$ cat src/rtl/alu_multicycle_pkg.sv
// Shared definitions for the RV64I multicycle execute-stage ALU.
// Holds the funct3 decode values, the FSM state type and the latched shift control.
package alu_multicycle_pkg;

    localparam logic [2:0] ALU_ADD_SUB = 3'b000;
    localparam logic [2:0] ALU_SLL     = 3'b001;
    localparam logic [2:0] ALU_SLT     = 3'b010;
    localparam logic [2:0] ALU_SLTU    = 3'b011;
    localparam logic [2:0] ALU_XOR     = 3'b100;
    localparam logic [2:0] ALU_SHIFTR  = 3'b101;
    localparam logic [2:0] ALU_OR      = 3'b110;
    localparam logic [2:0] ALU_AND     = 3'b111;

    typedef enum logic {
        ST_IDLE  = 1'b0,
        ST_SHIFT = 1'b1
    } alu_state_t;

    typedef struct packed {
        logic dir_right;
        logic arith;
        logic fill;
    } shift_ctrl_t;

    function automatic logic is_shift_op(input logic [2:0] funct3);
        return (funct3 == ALU_SLL) || (funct3 == ALU_SHIFTR);
    endfunction

endpackage

$ cat src/rtl/alu_shift_step.sv
// Combinational shift of an XLEN-bit word by 0..SHIFT_STEP positions.
// Right shifts may back-fill with a supplied sign bit for arithmetic mode.
module alu_shift_step
    import alu_multicycle_pkg::*;
#(
    parameter int unsigned XLEN  = 64,
    parameter int unsigned AMT_W = 7
) (
    input  logic [XLEN-1:0]  i_data,
    input  logic [AMT_W-1:0] i_amount,
    input  shift_ctrl_t      i_ctrl,
    output logic [XLEN-1:0]  o_data
);

    logic [XLEN-1:0] w_ones;
    logic [XLEN-1:0] w_fill_mask;

    always_comb begin
        w_ones      = '1;
        // Bits vacated by a right shift of i_amount positions.
        w_fill_mask = ~(w_ones >> i_amount);
        if (i_ctrl.dir_right) begin
            o_data = i_data >> i_amount;
            if (i_ctrl.arith && i_ctrl.fill) begin
                o_data = o_data | w_fill_mask;
            end
        end else begin
            o_data = i_data << i_amount;
        end
    end

endmodule

$ cat src/rtl/alu_multicycle.sv
// Execute-stage ALU with start/done handshake: single-cycle logic/arith/compare,
// iterative shifts of SHIFT_STEP bits per cycle, registered result and zero flag.
module alu_multicycle
    import alu_multicycle_pkg::*;
#(
    parameter int unsigned XLEN       = 64,
    parameter int unsigned SHIFT_STEP = 1
) (
    input  logic            clock,
    input  logic            reset,
    input  logic            start,
    input  logic [3:0]      alu_funct,
    input  logic [XLEN-1:0] operand_a,
    input  logic [XLEN-1:0] operand_b,
    output logic [XLEN-1:0] result,
    output logic            alu_zero,
    output logic            busy,
    output logic            done
);

    localparam int unsigned SHW = $clog2(XLEN);
    localparam int unsigned CW  = SHW + 1;
    localparam logic [CW-1:0] STEP_C = CW'(SHIFT_STEP);

    alu_state_t      r_state;
    alu_state_t      w_state_nxt;
    logic [XLEN-1:0] r_acc;
    logic [XLEN-1:0] r_result;
    logic [CW-1:0]   r_count;
    shift_ctrl_t     r_ctrl;
    logic            r_done;

    logic [2:0]      w_funct3;
    logic [SHW-1:0]  w_shamt;
    logic            w_accept;
    logic            w_start_shift;
    logic [XLEN-1:0] w_imm_result;
    logic [CW-1:0]   w_k;
    logic            w_last;
    logic [XLEN-1:0] w_step_out;
    shift_ctrl_t     w_ctrl_in;

    assign w_funct3      = alu_funct[2:0];
    assign w_shamt       = operand_b[SHW-1:0];
    assign w_accept      = start && (r_state == ST_IDLE);
    assign w_start_shift = w_accept && is_shift_op(w_funct3) && (w_shamt != '0);

    assign w_k    = (r_count < STEP_C) ? r_count : STEP_C;
    assign w_last = (r_state == ST_SHIFT) && (r_count == w_k);

    assign w_ctrl_in.dir_right = (w_funct3 == ALU_SHIFTR);
    assign w_ctrl_in.arith     = (w_funct3 == ALU_SHIFTR) && alu_funct[3];
    assign w_ctrl_in.fill      = operand_a[XLEN-1];

    // Single-cycle result path; a shift with shamt=0 passes operand_a through.
    always_comb begin
        w_imm_result = '0;
        case (w_funct3)
            ALU_ADD_SUB: w_imm_result = alu_funct[3] ? (operand_a - operand_b)
                                                     : (operand_a + operand_b);
            ALU_SLT:     w_imm_result = {{(XLEN-1){1'b0}},
                                         ($signed(operand_a) < $signed(operand_b))};
            ALU_SLTU:    w_imm_result = {{(XLEN-1){1'b0}}, (operand_a < operand_b)};
            ALU_XOR:     w_imm_result = operand_a ^ operand_b;
            ALU_OR:      w_imm_result = operand_a | operand_b;
            ALU_AND:     w_imm_result = operand_a & operand_b;
            default:     w_imm_result = operand_a;
        endcase
    end

    alu_shift_step #(
        .XLEN  (XLEN),
        .AMT_W (CW)
    ) u_shift_step (
        .i_data   (r_acc),
        .i_amount (w_k),
        .i_ctrl   (r_ctrl),
        .o_data   (w_step_out)
    );

    always_ff @(posedge clock) begin
        if (reset) begin
            r_state <= ST_IDLE;
        end else begin
            r_state <= w_state_nxt;
        end
    end

    always_comb begin
        w_state_nxt = r_state;
        case (r_state)
            ST_IDLE:  if (w_start_shift) w_state_nxt = ST_SHIFT;
            ST_SHIFT: if (w_last)        w_state_nxt = ST_IDLE;
            default:                     w_state_nxt = ST_IDLE;
        endcase
    end

    always_ff @(posedge clock) begin
        if (reset) begin
            r_acc    <= '0;
            r_result <= '0;
            r_count  <= '0;
            r_ctrl   <= '0;
            r_done   <= 1'b0;
        end else begin
            r_done <= 1'b0;
            if (w_start_shift) begin
                r_acc   <= operand_a;
                r_count <= {1'b0, w_shamt};
                r_ctrl  <= w_ctrl_in;
            end else if (w_accept) begin
                r_result <= w_imm_result;
                r_done   <= 1'b1;
            end else if (r_state == ST_SHIFT) begin
                r_acc   <= w_step_out;
                r_count <= r_count - w_k;
                if (w_last) begin
                    r_result <= w_step_out;
                    r_done   <= 1'b1;
                end
            end
        end
    end

    assign result   = r_result;
    assign alu_zero = (r_result == '0);
    assign busy     = (r_state == ST_SHIFT);
    assign done     = r_done;

endmodule

$ cat config.mk
export PLATFORM = sky130hd
export DESIGN_NAME = alu_multicycle
export DESIGN_NICKNAME = d
export VERILOG_FILES = /design/src/rtl/alu_multicycle_pkg.sv /design/src/rtl/alu_shift_step.sv /design/src/rtl/alu_multicycle.sv
export SDC_FILE = /design/constraint.sdc
export NUM_CORES = 1
export LEC_CHECK = 0
export CORE_MARGIN = 5
export CORE_UTILIZATION = 45
export DETAILED_ROUTE_END_ITERATION = 16
export HOLD_SLACK_MARGIN = 0.1
export PLACE_DENSITY = 0.66
export SLEW_MARGIN = 20
export SYNTH_ARGS = -nofsm -noshare
export SYNTH_HDL_FRONTEND = slang
export SYNTH_SLANG_ARGS = --single-unit
$ cat constraint.sdc
create_clock -name clock -period 11.3 [get_ports clock]
set_input_delay 1.695 -clock clock [delete_from_list [all_inputs] [get_ports clock]]
set_output_delay 1.695 -clock clock [all_outputs]
set_load 0.01 [all_outputs]
# == Yosys cells after proc, flatten, opt, wreduce, memory -nomap -nowiden ==
# Cells that the tools add are included.
# totals
elab_cells,72
in_bits,135
reg_bits,140
# classes
bitwise_logic,8
n_shift,3
n_reduce_logical,17
order_cmp,3
n_eq_ne,9
muxes,20
add_sub_neg,3
# op_table
operator,n
2-to-1 mux 64 bit,9
case mux 64 bit (6 select lines),1
< comparator 64 bit,2
bitwise OR 64 bit,2
adder 64 bit,1
AND 64 bit,1
zero test 64 bit,1
NOT 64 bit,1
left shift 64 x 7 -> 64 bit,1
right shift 64 x 7 -> 64 bit,1
right shift 64 x 7 -> 64 bit (first input constant),1
subtractor 64 bit,1
XOR 64 bit,1
2-to-1 mux 6 bit,3
== test 3 bit (second input constant),4
== test 7 bit,1
< comparator 7 x 1 -> 1 bit (second input constant),1
2-to-1 mux 7 bit,1
subtractor 7 bit,1
== test 3 x 2 -> 1 bit (second input constant),2
logical AND 1 bit,6
nonzero test 2 bit,3
nonzero test 6 bit,1
2-to-1 mux 1 bit,5
9 further kinds,12

# == Logic depth before layout (Yosys ltp) ==
# logic_depth
word_depth,10
mapped_depth,15

# == Modules after synthesis ==
# From an unflattened synthesis, not the netlist that was laid out.
# hier_totals
cells_unflattened,3767
hier_area_um2,26743.1
# by_module_without_submodules
module,cells_per_inst,area_each_um2,instances,seq_area_each_um2
alu_multicycle,2507,16713.5,1,2802.7
alu_shift_step,1260,10029.6,1,0.0

# == Least setup slack after synthesis ==
# No wires, ideal clock.
# synth_path
path_kind,input to register
from,input port operand_b[6]
to,"register r_result[54], in the netlist result[54]"
cell_stages,15
t_required_ns,11.208
setup_ns,0.092
arrival_time_ns,4.716
path_buffers,1
slack_ns,6.492
cell_sequence,inv_1 -> ha_1 -> clkbuf_1 -> and4_1 -> nand2_1 -> a21oi_1 -> nor2_1 -> o31ai_1 -> a21oi_1 -> o41ai_1 -> a311oi_1 -> a21o_1 -> a21oi_1 -> mux2_1 -> nor4_1
# synth_between
elab_chain_cells,4
# synth_lines
element,line,source
"start, declared",alu_multicycle.sv:14,"input logic [XLEN-1:0] operand_b,"
adder 64 bit / subtractor 64 bit (equally long branches),"alu_multicycle.sv:60, alu_multicycle.sv:59",
2-to-1 mux 64 bit *,alu_multicycle.sv:59,ALU_ADD_SUB: w_imm_result = alu_funct[3] ? (operand_a - operand_b)
case mux 64 bit (6 select lines) *,alu_multicycle.sv:58,case (w_funct3)
2-to-1 mux 64 bit *,alu_multicycle.sv:111,end else if (w_accept) begin
"end signal, assigned",alu_multicycle.sv:112,r_result <= w_imm_result;
"end signal, assigned",alu_multicycle.sv:118,r_result <= w_step_out;
"end, declared",alu_multicycle.sv:28,logic [XLEN-1:0] r_result;
# Mark *: on every way between the ends. The rest lies on a longest branch, timed or not.
# A chain may end at the register's enable or synchronous reset.

# == Worst setup path after layout ==
# layout_path
from,input port operand_a[12]
to,"register r_result[54], in the netlist result[54]"
# layout_between
elab_chain_cells,4
# layout_lines
element,line,source
"start, declared",alu_multicycle.sv:13,"input logic [XLEN-1:0] operand_a,"
adder 64 bit / subtractor 64 bit (equally long branches),"alu_multicycle.sv:60, alu_multicycle.sv:59",
2-to-1 mux 64 bit *,alu_multicycle.sv:59,
case mux 64 bit (6 select lines) *,alu_multicycle.sv:58,
2-to-1 mux 64 bit *,alu_multicycle.sv:111,
# Marked as above.

==> results.yml <==
route:
  drt-total-wl_microns: 85290
  ant_nets: 0
  via_count: 21690
  firstDrtPassIters: 6
  wl_per_cell_microns: 26.37
  vias_per_cell: 6.705
  drc: 0
  drt_iter0_drc: 3374
power:
  p_comb_share_pct: 47.3
  power_density_nw_per_um2: 113.4
  internal-power_mw: 1.282
  irDropWorstVdd_v: 0.0001109
  power.share.switching_pct: 45.38
  p_total_mw: 2.346
  p_leak_nw: 8.088
  seqPwrFrac_pct: 26.1
  pwr-share-clk_pct: 26.6
  p_sw_mw: 1.065
final_layout:
  synthToLayoutAreaGrowth_pct: 16.03
  fin_area_sq_um: 20690
  finalNetCount: 3025
  drive_above_1_share_pct: 3.951
worst_setup_path:
  start_kind: "input pin"
  crit_chain: "clkdlybuf4s50_1 > inv_1 > ha_1 > nand2_1 > nor2_1 > nand3_1 > o31ai_1 > a21oi_1 > o41ai_1 > a311oi_1 > a21o_1 > a21oi_1 > mux2_1 > nor4_1"
  slowest_delay_ps: 1080
  cp.required_ps: 11680
  slowest_stage: "o41ai_1"
  arrival_ps: 7110
  end_kind: "flip-flop"
  worst-path-max-fanout: 9
  r2r_start: "r_count[0]"
  path_common_cell: "a21oi_1"
  r2r_setup_slack_ps: 6900
  reg2reg_depth: 12
  r2r-end: "result[46]"
  crit_type: "input pin to flip-flop"
floorplanning:
  die_h_microns: 209.1
  fp.dieArea_sq_um: 43700
  io_pins: 202
  die_w_microns: 209.1
  rows: 73
  initial_core_util_pct: 45.19
  core_area_sq_um: 39460
placement:
  port_buffers: 201
  place_hpwl_microns: 63440
  gp_congestion: 1.067
  placed_area_sq_um: 20060
global_routing:
  grt_pass1_vias: 19540
  track_usage_pct: 36.97
  grt_max_degree: 76
  antenna_found_initial: 5
  gr-total-overflow: 0
  grt_pass1_wl_microns: 126400
logic_synthesis:
  ys.warnings.count: 0
  ys_types: 83
  synth_edf_count: 0
  ys_seq_elements: 140
  synth_flop_cell: "dfxtp_1"
  synth_async_sr_flop_share_pct: 0
  synth.yosys.seq_area_share_pct: 15.72
  synth_nets: 2964
  netlist_instances: 2634
  avgSynthCellArea_sq_um: 6.769
  synth_area_sq_um: 17830
sta:
  whs_ps: 475.1
  rsz0062_at_grt: "false"
  skew_ps: 16.95
  setup_viol: 0
  worst_pin_slew_ps: 1238
  finalHoldViolations: 0
  relSlewSlack_pct: 17.35
  setup-tns-final_ps: 0
  period_minus_slack_ps: 6733
  finalCritPeriodShare_pct: 59.58
  fmax_mhz: 148.5
  slew_violations: 0
outcome:
  outcome: "finished clean"
hold_path:
  whs_path_depth: 2
  hold_class: "flip-flop to flip-flop"
  min_from: "r_ctrl[0]"
  hold_end: "r_ctrl[0]"
clock_tree:
  cts_sinks: 140
  clock_latency_ps: 470
  htreeDepth: 4
  postCtsSetupBuffers: 0
  cts_hold_buf: 0
  clk_pin_slew_ps: 70
  clockRootBuffer: "clkbuf_16"
  numCtsBuffers: 17
  cts_resized: 0
  cts_tree: "yes"
  cts_buffer_depth: 2
flow_run:
  drv_cap: 0
[placed cells by master (no fill, tap or decap), types with 8 or more instances in the layout]
| cell type | netlist | layout |
|---|---|---|
| buf_4 | 1 | 34 |
| ha_1 | 193 | 193 |
| clkbuf_16 | 0 | 17 |
| nand4_1 | 27 | 27 |
| mux2i_1 | 75 | 75 |
| clkdlybuf4s50_1 | 0 | 196 |
| nor2b_1 | 19 | 18 |
| nand2b_1 | 15 | 14 |
| a221oi_1 | 35 | 35 |
| o221ai_1 | 21 | 21 |
| xor2_1 | 8 | 8 |
| nor3_1 | 56 | 56 |
| a22oi_1 | 56 | 56 |
| or4_1 | 8 | 8 |
| xnor2_1 | 51 | 51 |
| o21a_1 | 8 | 8 |
| o21ai_1 | 12 | 12 |
| a21oi_1 | 392 | 391 |
| nand2_1 | 207 | 206 |
| a21o_1 | 28 | 28 |
| o31ai_1 | 24 | 24 |
| nor4_1 | 43 | 43 |
| a211oi_1 | 48 | 48 |
| dfxtp_1 | 140 | 138 |
| o21ai_0 | 160 | 160 |
| o22ai_1 | 29 | 29 |
| nor2_1 | 281 | 275 |
| inv_1 | 204 | 204 |
| and3_1 | 10 | 10 |
| nand3_1 | 45 | 44 |
| a31oi_1 | 31 | 31 |
| o21bai_1 | 38 | 38 |
| a311oi_1 | 13 | 13 |
| nor3b_1 | 13 | 13 |
| o211ai_1 | 40 | 40 |
[routing by layer]
layer | vias up | global-route usage, % | share of wire, % | wire [microns]
met5 | - | 0 | 0.052 | 44
met4 | 6 | 8.978 | 2.5 | 2159
met3 | 175 | 10.61 | 13 | 11470
met2 | 1509 | 51.29 | 40 | 34010
met1 | 10290 | 55.80 | 44 | 37610
li1 | 9708 | - | - | -
[flip-flops by register name, summed over array words and instances, names as in the netlist]
register / cells
r_acc: 64
r_count: 7
r_ctrl: 3
busy: 1
result: 64
done: 1
[worst max-delay path by stage]
stage | endpoint | slack [ps] | cells after the start | start
after floorplan | result[54] | 6490 | 15 | operand_b[6]
after global placement | result[54] | 4520 | 14 | operand_a[15]
after detailed placement | result[54] | 4450 | 16 | operand_b[0]
after CTS | result[54] | 4910 | 16 | operand_b[0]
after global routing | result[62] | 4600 | 16 | operand_a[0]
final | result[54] | 4570 | 14 | operand_a[12]
[worst max-delay path, delay by kind of cell]
family / cells / cell delay, ps
buffers and inverters: 2 / 650
multiplexers: 1 / 350
adder cells (fa/ha/maj): 1 / 560
AND/OR/NAND/NOR: 4 / 930
AO/OA/AOI/OAI: 6 / 2900
[per-stage QoR]
stage	util (%)	setup slack, ps	cells
floorplan	-	6492	2634
CTS	52.42	4914	3233
detailed placement	50.83	4448	3201
global placement	50.83	4525	3201
finish	52.43	4567	3235
global route	52.42	4598	3234
[power groups by stage]
stage | combinational [mW] | sequential (mW) | clock [mW]
2_1_floorplan | 0.664 | 0.599 | 0
3_3_place_gp | 1.06 | 0.619 | 0
3_5_place_dp | 1.06 | 0.620 | 0
4_1_cts | 1.07 | 0.609 | 0.625
5_1_grt | 1.19 | 0.617 | 0.643
6_report | 1.11 | 0.614 | 0.624
[cell type report]
class,instances,area (sq um)
Clock buffer,19,452.9
Timing Repair Buffer,232,2227
Inverter,209,784.5
Clock inverter,13,173.9
Sequential cell,140,2810
Multi-Input combinational cell,2095,13580
Antenna cell,2,5.005
Tap cell,525,656.9
Fill cell,4010,18770
[cells by family (layout without fill, tap and decap cells)]
family	Yosys count	in the layout	share of synthesized area (%)
compound gates	1015	1015	35.85
simple gates	749	749	18.97
buf+inv	399	473	8.463
fa+ha+maj	195	195	13.77
flops	140	140	15.72
mux	77	77	4.337
xor+xnor	59	59	2.898
other cells	0	2	0
[synthesized netlist by cell type (10+ instances only)]
cell        n  share of area (%)
nand2_1   207                4.4
clkbuf_1  166                3.5
ha_1      193                 14
nor3b_1    13               0.55
a21oi_1   392                 11
inv_1     204                4.3
and3_1     10               0.35
a31oi_1    31                1.1
nand3_1    45                1.3
nor2_1    281                5.9
a221oi_1   35                1.7
nand4_1    27               0.95
o21ai_0   160                4.5
nand2b_1   15               0.53
mux2i_1    75                4.2
nor4_1     43                1.5
nor2b_1    19               0.67
a311oi_1   13               0.64
a21o_1     28                1.2
buf_1      17               0.36
o211ai_1   40                1.7
xnor2_1    51                2.5
o21ai_1    12               0.34
a22oi_1    56                2.4
a211oi_1   48                2.0
nor3_1     56                1.6
o21bai_1   38                1.6
dfxtp_1   140                 16
o22ai_1    29                1.0
o221ai_1   21                1.0
o31ai_1    24                1.0
No activity file was read; power rests on OpenSTA's default activity.
